$ cat src/rtl/gpio_pin_change_rx_if.sv
// ============================================================================
// Module   : gpio_pin_change_rx_if
// Brief    : Peripheral register bus between the core and the pin-change block.
// Revision : 1.0 - initial release
// ============================================================================
`default_nettype none

interface gpio_pin_change_rx_if #(
    parameter int WIDTH = 8
);
    logic [1:0]       bus_addr;
    logic [WIDTH-1:0] bus_wdata;
    logic             bus_we;
    logic             bus_re;
    logic [WIDTH-1:0] bus_rdata;

    modport master (
        output bus_addr, bus_wdata, bus_we, bus_re,
        input  bus_rdata
    );

    modport slave (
        input  bus_addr, bus_wdata, bus_we, bus_re,
        output bus_rdata
    );
endinterface

`default_nettype wire

$ cat src/rtl/gpio_pin_change_rx.sv
// ============================================================================
// Module   : gpio_pin_change_rx
// Brief    : GPIO input side: synchronise, glitch-filter, edge-detect pins and
//            raise a maskable pin-change interrupt with sticky W1C flags.
// Revision : 1.0 - initial release
// ============================================================================
`default_nettype none

module gpio_pin_change_rx #(
    parameter int WIDTH         = 8,
    parameter int FILTER_CYCLES = 4
) (
    input  wire logic             clk,
    input  wire logic             rst_n,
    gpio_pin_change_rx_if.slave   bus,
    input  wire logic [WIDTH-1:0] pin_in,
    output logic      [WIDTH-1:0] pin_value,
    output logic                  irq
);

    localparam int c_cnt_w = (FILTER_CYCLES > 1) ? $clog2(FILTER_CYCLES) : 1;
    localparam logic [c_cnt_w-1:0] c_cnt_last = c_cnt_w'(FILTER_CYCLES - 1);

    localparam logic [1:0] c_addr_pin   = 2'd0;
    localparam logic [1:0] c_addr_mask  = 2'd1;
    localparam logic [1:0] c_addr_flag  = 2'd2;
    localparam logic [1:0] c_addr_ctrl  = 2'd3;

    localparam logic [1:0] c_edge_rise  = 2'b01;
    localparam logic [1:0] c_edge_fall  = 2'b10;

    logic [WIDTH-1:0] r_sync1;
    logic [WIDTH-1:0] r_sync2;
    logic [WIDTH-1:0] w_filt;
    logic [WIDTH-1:0] r_filt_q;
    logic [WIDTH-1:0] r_mask;
    logic [WIDTH-1:0] r_flag;
    logic [2:0]       r_ctrl;
    logic [WIDTH-1:0] r_rdata;

    logic [WIDTH-1:0] w_rise;
    logic [WIDTH-1:0] w_fall;
    logic [WIDTH-1:0] w_event;
    logic [WIDTH-1:0] w_clr;
    logic [WIDTH-1:0] w_ctrl_ext;
    logic [WIDTH-1:0] w_rd_data;
    logic             w_wr_mask;
    logic             w_wr_ctrl;

    always_ff @(posedge clk or negedge rst_n) begin
        if (!rst_n) begin
            r_sync1 <= '0;
            r_sync2 <= '0;
        end else begin
            r_sync1 <= pin_in;
            r_sync2 <= r_sync1;
        end
    end

    // A level must disagree with the filtered value for FILTER_CYCLES
    // consecutive cycles before it is accepted.
    for (genvar i = 0; i < WIDTH; i++) begin : g_filt
        logic [c_cnt_w-1:0] r_cnt;
        logic               r_bit;

        always_ff @(posedge clk or negedge rst_n) begin
            if (!rst_n) begin
                r_cnt <= '0;
                r_bit <= 1'b0;
            end else if (r_sync2[i] != r_bit) begin
                if (r_cnt == c_cnt_last) begin
                    r_bit <= r_sync2[i];
                    r_cnt <= '0;
                end else begin
                    r_cnt <= r_cnt + 1'b1;
                end
            end else begin
                r_cnt <= '0;
            end
        end

        assign w_filt[i] = r_bit;
    end

    assign w_rise = w_filt & ~r_filt_q;
    assign w_fall = ~w_filt & r_filt_q;

    always_comb begin
        w_event = w_rise | w_fall;
        case (r_ctrl[2:1])
            c_edge_rise: w_event = w_rise;
            c_edge_fall: w_event = w_fall;
            default:     w_event = w_rise | w_fall;
        endcase
    end

    assign w_wr_mask = bus.bus_we && (bus.bus_addr == c_addr_mask);
    assign w_wr_ctrl = bus.bus_we && (bus.bus_addr == c_addr_ctrl);
    assign w_clr     = (bus.bus_we && (bus.bus_addr == c_addr_flag)) ? bus.bus_wdata : '0;

    always_comb begin
        w_ctrl_ext      = '0;
        w_ctrl_ext[2:0] = r_ctrl;
    end

    always_comb begin
        w_rd_data = '0;
        case (bus.bus_addr)
            c_addr_pin:  w_rd_data = w_filt;
            c_addr_mask: w_rd_data = r_mask;
            c_addr_flag: w_rd_data = r_flag;
            c_addr_ctrl: w_rd_data = w_ctrl_ext;
            default:     w_rd_data = '0;
        endcase
    end

    // New events are ORed in after the clear so a coincident set wins.
    always_ff @(posedge clk or negedge rst_n) begin
        if (!rst_n) begin
            r_filt_q <= '0;
            r_mask   <= '0;
            r_flag   <= '0;
            r_ctrl   <= '0;
            r_rdata  <= '0;
        end else begin
            r_filt_q <= w_filt;
            r_flag   <= (r_flag & ~w_clr) | (r_mask & w_event);
            if (w_wr_mask) begin
                r_mask <= bus.bus_wdata;
            end
            if (w_wr_ctrl) begin
                r_ctrl <= bus.bus_wdata[2:0];
            end
            if (bus.bus_re) begin
                r_rdata <= w_rd_data;
            end
        end
    end

    assign bus.bus_rdata = r_rdata;
    assign pin_value     = w_filt;
    assign irq           = r_ctrl[0] & (|r_flag);

endmodule

`default_nettype wire

$ cat src/flat_wrapper.sv
// flat-port wrapper written by rule: the top's interface ports become plain ports
module gpio_pin_change_rx_flat 
#(
    parameter int WIDTH         = 8,
    parameter int FILTER_CYCLES = 4
)
  (clk, rst_n, pin_in, pin_value, irq, bus_bus_addr, bus_bus_wdata, bus_bus_we, bus_bus_re, bus_bus_rdata);
  gpio_pin_change_rx_if #(.WIDTH(WIDTH)) bus_i ();
  input  wire logic clk;
  input  wire logic rst_n;
  input  wire logic [WIDTH-1:0] pin_in;
  output logic      [WIDTH-1:0] pin_value;
  output logic irq;
  input wire logic [$bits(bus_i.bus_addr)-1:0] bus_bus_addr;
  input wire logic [$bits(bus_i.bus_wdata)-1:0] bus_bus_wdata;
  input wire logic [$bits(bus_i.bus_we)-1:0] bus_bus_we;
  input wire logic [$bits(bus_i.bus_re)-1:0] bus_bus_re;
  output wire logic [$bits(bus_i.bus_rdata)-1:0] bus_bus_rdata;
  assign bus_i.bus_addr = bus_bus_addr;
  assign bus_i.bus_wdata = bus_bus_wdata;
  assign bus_i.bus_we = bus_bus_we;
  assign bus_i.bus_re = bus_bus_re;
  assign bus_bus_rdata = bus_i.bus_rdata;
  gpio_pin_change_rx #(.WIDTH(WIDTH), .FILTER_CYCLES(FILTER_CYCLES)) u_core (.clk(clk), .rst_n(rst_n), .bus(bus_i), .pin_in(pin_in), .pin_value(pin_value), .irq(irq));
endmodule
$ cat config.mk
export PLATFORM = sky130hd
export DESIGN_NAME = gpio_pin_change_rx_flat
export DESIGN_NICKNAME = d
export VERILOG_FILES = /design/src/rtl/gpio_pin_change_rx_if.sv /design/src/rtl/gpio_pin_change_rx.sv /design/src/flat_wrapper.sv
export SDC_FILE = /design/constraint.sdc
export NUM_CORES = 1
export LEC_CHECK = 0
export ABC_AREA = 0
export CAP_MARGIN = 10
export CELL_PAD_IN_SITES_DETAIL_PLACEMENT = 1
export CELL_PAD_IN_SITES_GLOBAL_PLACEMENT = 1
export CORE_UTILIZATION = 47
export CTS_BUF_LIST = sky130_fd_sc_hd__clkbuf_8
export DETAILED_ROUTE_END_ITERATION = 6
export GPL_TIMING_DRIVEN = 0
export PLACE_DENSITY_LB_ADDON = 0.1
export REMOVE_ABC_BUFFERS = 1
export SYNTH_ARGS = -nofsm -noshare
export SYNTH_HDL_FRONTEND = slang
export SYNTH_SLANG_ARGS = --single-unit
$ cat constraint.sdc
create_clock -name clk -period 2.1 [get_ports clk]
set_input_delay 0.21 -clock clk [delete_from_list [all_inputs] [get_ports clk]]
set_output_delay 0.21 -clock clk [all_outputs]
set_load 0.02 [all_outputs]
==> flow_metrics.env <==
export IMPL_max_stage_delay_ns=0.57
export IMPL_syn_inst=263
export IMPL_ys_flop_type="dfrtp_1"
export IMPL_yosysSeqAreaShare=0.571
export IMPL_die_y_microns=85.6
export IMPL_postCtsSetupRepairBufs=0
export IMPL_layout_drive_gt1_share=0.116
export IMPL_drc=0
export IMPL_clock_skew_ns=0.00892
export IMPL_fmax_ghz=0.501
export IMPL_setup_viol=0
export IMPL_end_kind="primary output"
export IMPL_final_area_sq_um=3910
export IMPL_dieWidth_microns=85.6
export IMPL_numCtsBuffers=9
export IMPL_outcome="complete, no violations"
export IMPL_critPathSlowestCell="clkdlybuf4s50_1"
export IMPL_yosysWarnings=0
export IMPL_regArea_sq_um=1880
export IMPL_synthArstFlopShare=1.00
export IMPL_drtIter0Drc=76
export IMPL_route_final_wire_length_microns=6280
export IMPL_post_cts_resized=0
export IMPL_multi_input_area_sq_um=1230
export IMPL_period_needed_ns=2.00
export IMPL_place_area_sq_um=3700
export IMPL_place_hpwl_microns=4290
export IMPL_grt_pass1_vias=2196
export IMPL_vias_per_cell=5.11
export IMPL_n_fill_cell=712
export IMPL_initial_utilization=0.484
export IMPL_die_area_sq_um=7330
export IMPL_areaGrowthSynthToFinish_pct=18.9
export IMPL_syn_cell_area_sq_um=3290
export IMPL_synth_edf_count=0
export IMPL_num_vias=2037
export IMPL_worst_pin_slew_ns=0.950
export IMPL_setup_worst_path_class="reg -> out"
export IMPL_finalHoldViolCount=0
export IMPL_grt_antenna_before_repair=0
export IMPL_leakagePower_nw=1.77
export IMPL_clkLatencyLatePin_ns=0.35
export IMPL_cp_required_ns=1.89
export IMPL_cts_clk_slew_worst_paths_ns=0.08
export IMPL_ant_nets=0
export IMPL_coreArea_sq_um=6790
export IMPL_ir_drop_mv=0.605
export IMPL_cts_buffer_depth=2
export IMPL_ys_seq_elements=75
export IMPL_grt_max_degree=58
export IMPL_wl_per_cell_microns=15.7
export IMPL_fp_row_count=30
export IMPL_period_share=0.951
export IMPL_grt_ovfl_total=0
export IMPL_place_gp_congestion=0.712
export IMPL_avgSynthCellArea_sq_um=12.5
export IMPL_netlist_cell_type_count=33
export IMPL_synth_top_area_cell="dfrtp_1"
export IMPL_start_kind="flop"
export IMPL_grt_first_pass_wirelength_microns=10700
export IMPL_drv_slew=0
export IMPL_path_max_fanout=3
export IMPL_synth_top_area_frac=0.571
export IMPL_nNetsFinal=346
export IMPL_holdCritPathClass="in -> async"
export IMPL_drt_pass1_iter_count=4
export IMPL_whs_ns=0.286
export IMPL_slew_headroom=0.364
export IMPL_rsz0062_at_grt="false"
export IMPL_synth_area_leaders="dfrtp_1, ha_1, mux2_2, mux2i_1, nand2_1"
export IMPL_ios=39
export IMPL_synth_common_cells="dfrtp_1, nand2_1, ha_1, inv_1"
export IMPL_cts_sinks=75
export IMPL_ctsHtreeMaxLevel=3
export IMPL_antenna_cells=0
export IMPL_power_density_nw_per_um2=1230
export IMPL_critPathArrivalTime_ns=1.79
export IMPL_port_buffers=38
export IMPL_clock_root_buffer="clkbuf_8"
export IMPL_synth_most_common_cell="dfrtp_1"
export IMPL_cap_viol_max_count=0
export IMPL_grtUsageTotal=0.195
export IMPL_path_cells="nor4_1 -> a21boi_0 -> clkdlybuf4s50_1"
export IMPL_cts_tree="done"
critical path, delay by kind of cell (launching register included):
family	cells	cell delay, ns
DFF	1	0.41
and+or+nand+nor	1	0.29
AOI/OAI and AO/OA	1	0.17
buffers and inverters	1	0.57
worst paths after layout:
kind                                              to         startpoint  depth (start not counted)  slack, ns
hold reg to reg                    u_core.r_sync2[5]  u_core.r_sync1[5]                          0       0.35
hold / removal             u_core.g_filt[3].r_cnt[0]              rst_n                          2       0.29
max in group asynchronous  u_core.g_filt[5].r_cnt[0]              rst_n                          3       1.25
setup / recovery                                 irq   u_core.r_flag[3]                          3       0.10
min in group clk                   u_core.r_sync1[0]          pin_in[0]                          1       0.29
setup reg to reg                    u_core.r_flag[0]   u_core.r_ctrl[1]                          4       0.43
sequential cells by signal, indices dropped and copies added, names as in the netlist:
| register | cells |
|---|---|
| u_core.r_sync2 | 8 |
| u_core.r_ctrl | 3 |
| u_core.bus.bus_rdata | 8 |
| u_core.r_mask | 8 |
| u_core.r_sync1 | 8 |
| u_core.g_filt.r_cnt | 16 |
| u_core.r_filt_q | 8 |
| u_core.g_filt.r_bit | 8 |
| u_core.r_flag | 8 |
cells in the final DEF, fill, tap and decap left out, drive strengths merged:
cell / n
and3b: 1
a31oi: 4
and2b: 1
nand2: 29
mux2i: 11
nor2: 5
bufinv: 1
nor2b: 8
a21oi: 1
nand3b: 1
o21ai: 8
a221o: 8
nor3: 8
nor4: 2
nand2b: 4
ha: 26
dfrtp: 75
or2: 4
o221ai: 3
a32o: 8
clkinv: 4
clkinvlp: 1
a21boi: 1
inv: 18
a2bb2oi: 1
nand3: 1
buf: 2
mux2: 11
dlygate4sd3: 1
clkbuf: 10
clkdlybuf4s50: 37
xnor2: 8
kinds of logic after synthesis:
| group | after synthesis | share of synthesized area |
|---|---|---|
| compound gates | 34 | 0.0830 |
| xor+xnor | 8 | 0.0213 |
| fa+ha+maj | 26 | 0.0989 |
| buf+inv | 34 | 0.0563 |
| flops | 75 | 0.571 |
| mux | 22 | 0.0712 |
| simple gates | 64 | 0.0986 |
layer usage:
metal	up-vias	share of wire	global-route usage
li1	971	-	-
met1	1019	0.47	0.246
met2	37	0.48	0.323
met3	10	0.038	0.0510
met4	0	0.018	0.0773
met5	-	0	0
final cells by class:
cell class                 count  area share
inverter                      18      0.0173
clock buffer                  10      0.0352
tap                           96      0.0307
clock inverter                 6      0.0166
sequential                    75       0.480
multi-input combinational    154       0.314
timing repair buffer          40       0.106
through the flow:
stage	setup WS, ns	setup TNS (ns)	std cells	util	power [mW]
floorplan	0.626	0	247	-	3.10
finish	0.104	0	399	0.575	4.82
global route	0.00488	0	399	0.575	5.18
CTS	0.0796	0	399	0.575	4.89
detailed placement	-0.0267	-0.158	382	0.544	3.74
global placement	-1.77	-132.21	381	0.540	3.64
report_power, final:
group,leakage (nW),internal [mW],switching [mW]
sequential,0.900,1.87,0.372
combinational,0.768,0.741,0.712
clock,0.102,0.581,0.539
total,1.77,3.20,1.62
timing repair:
item,in CTS,in global routing
hold buffers,1,0
endpoints found under the hold margin,18,0
endpoints found under the setup margin,0,0
Power figures use the tool's default switching activity.
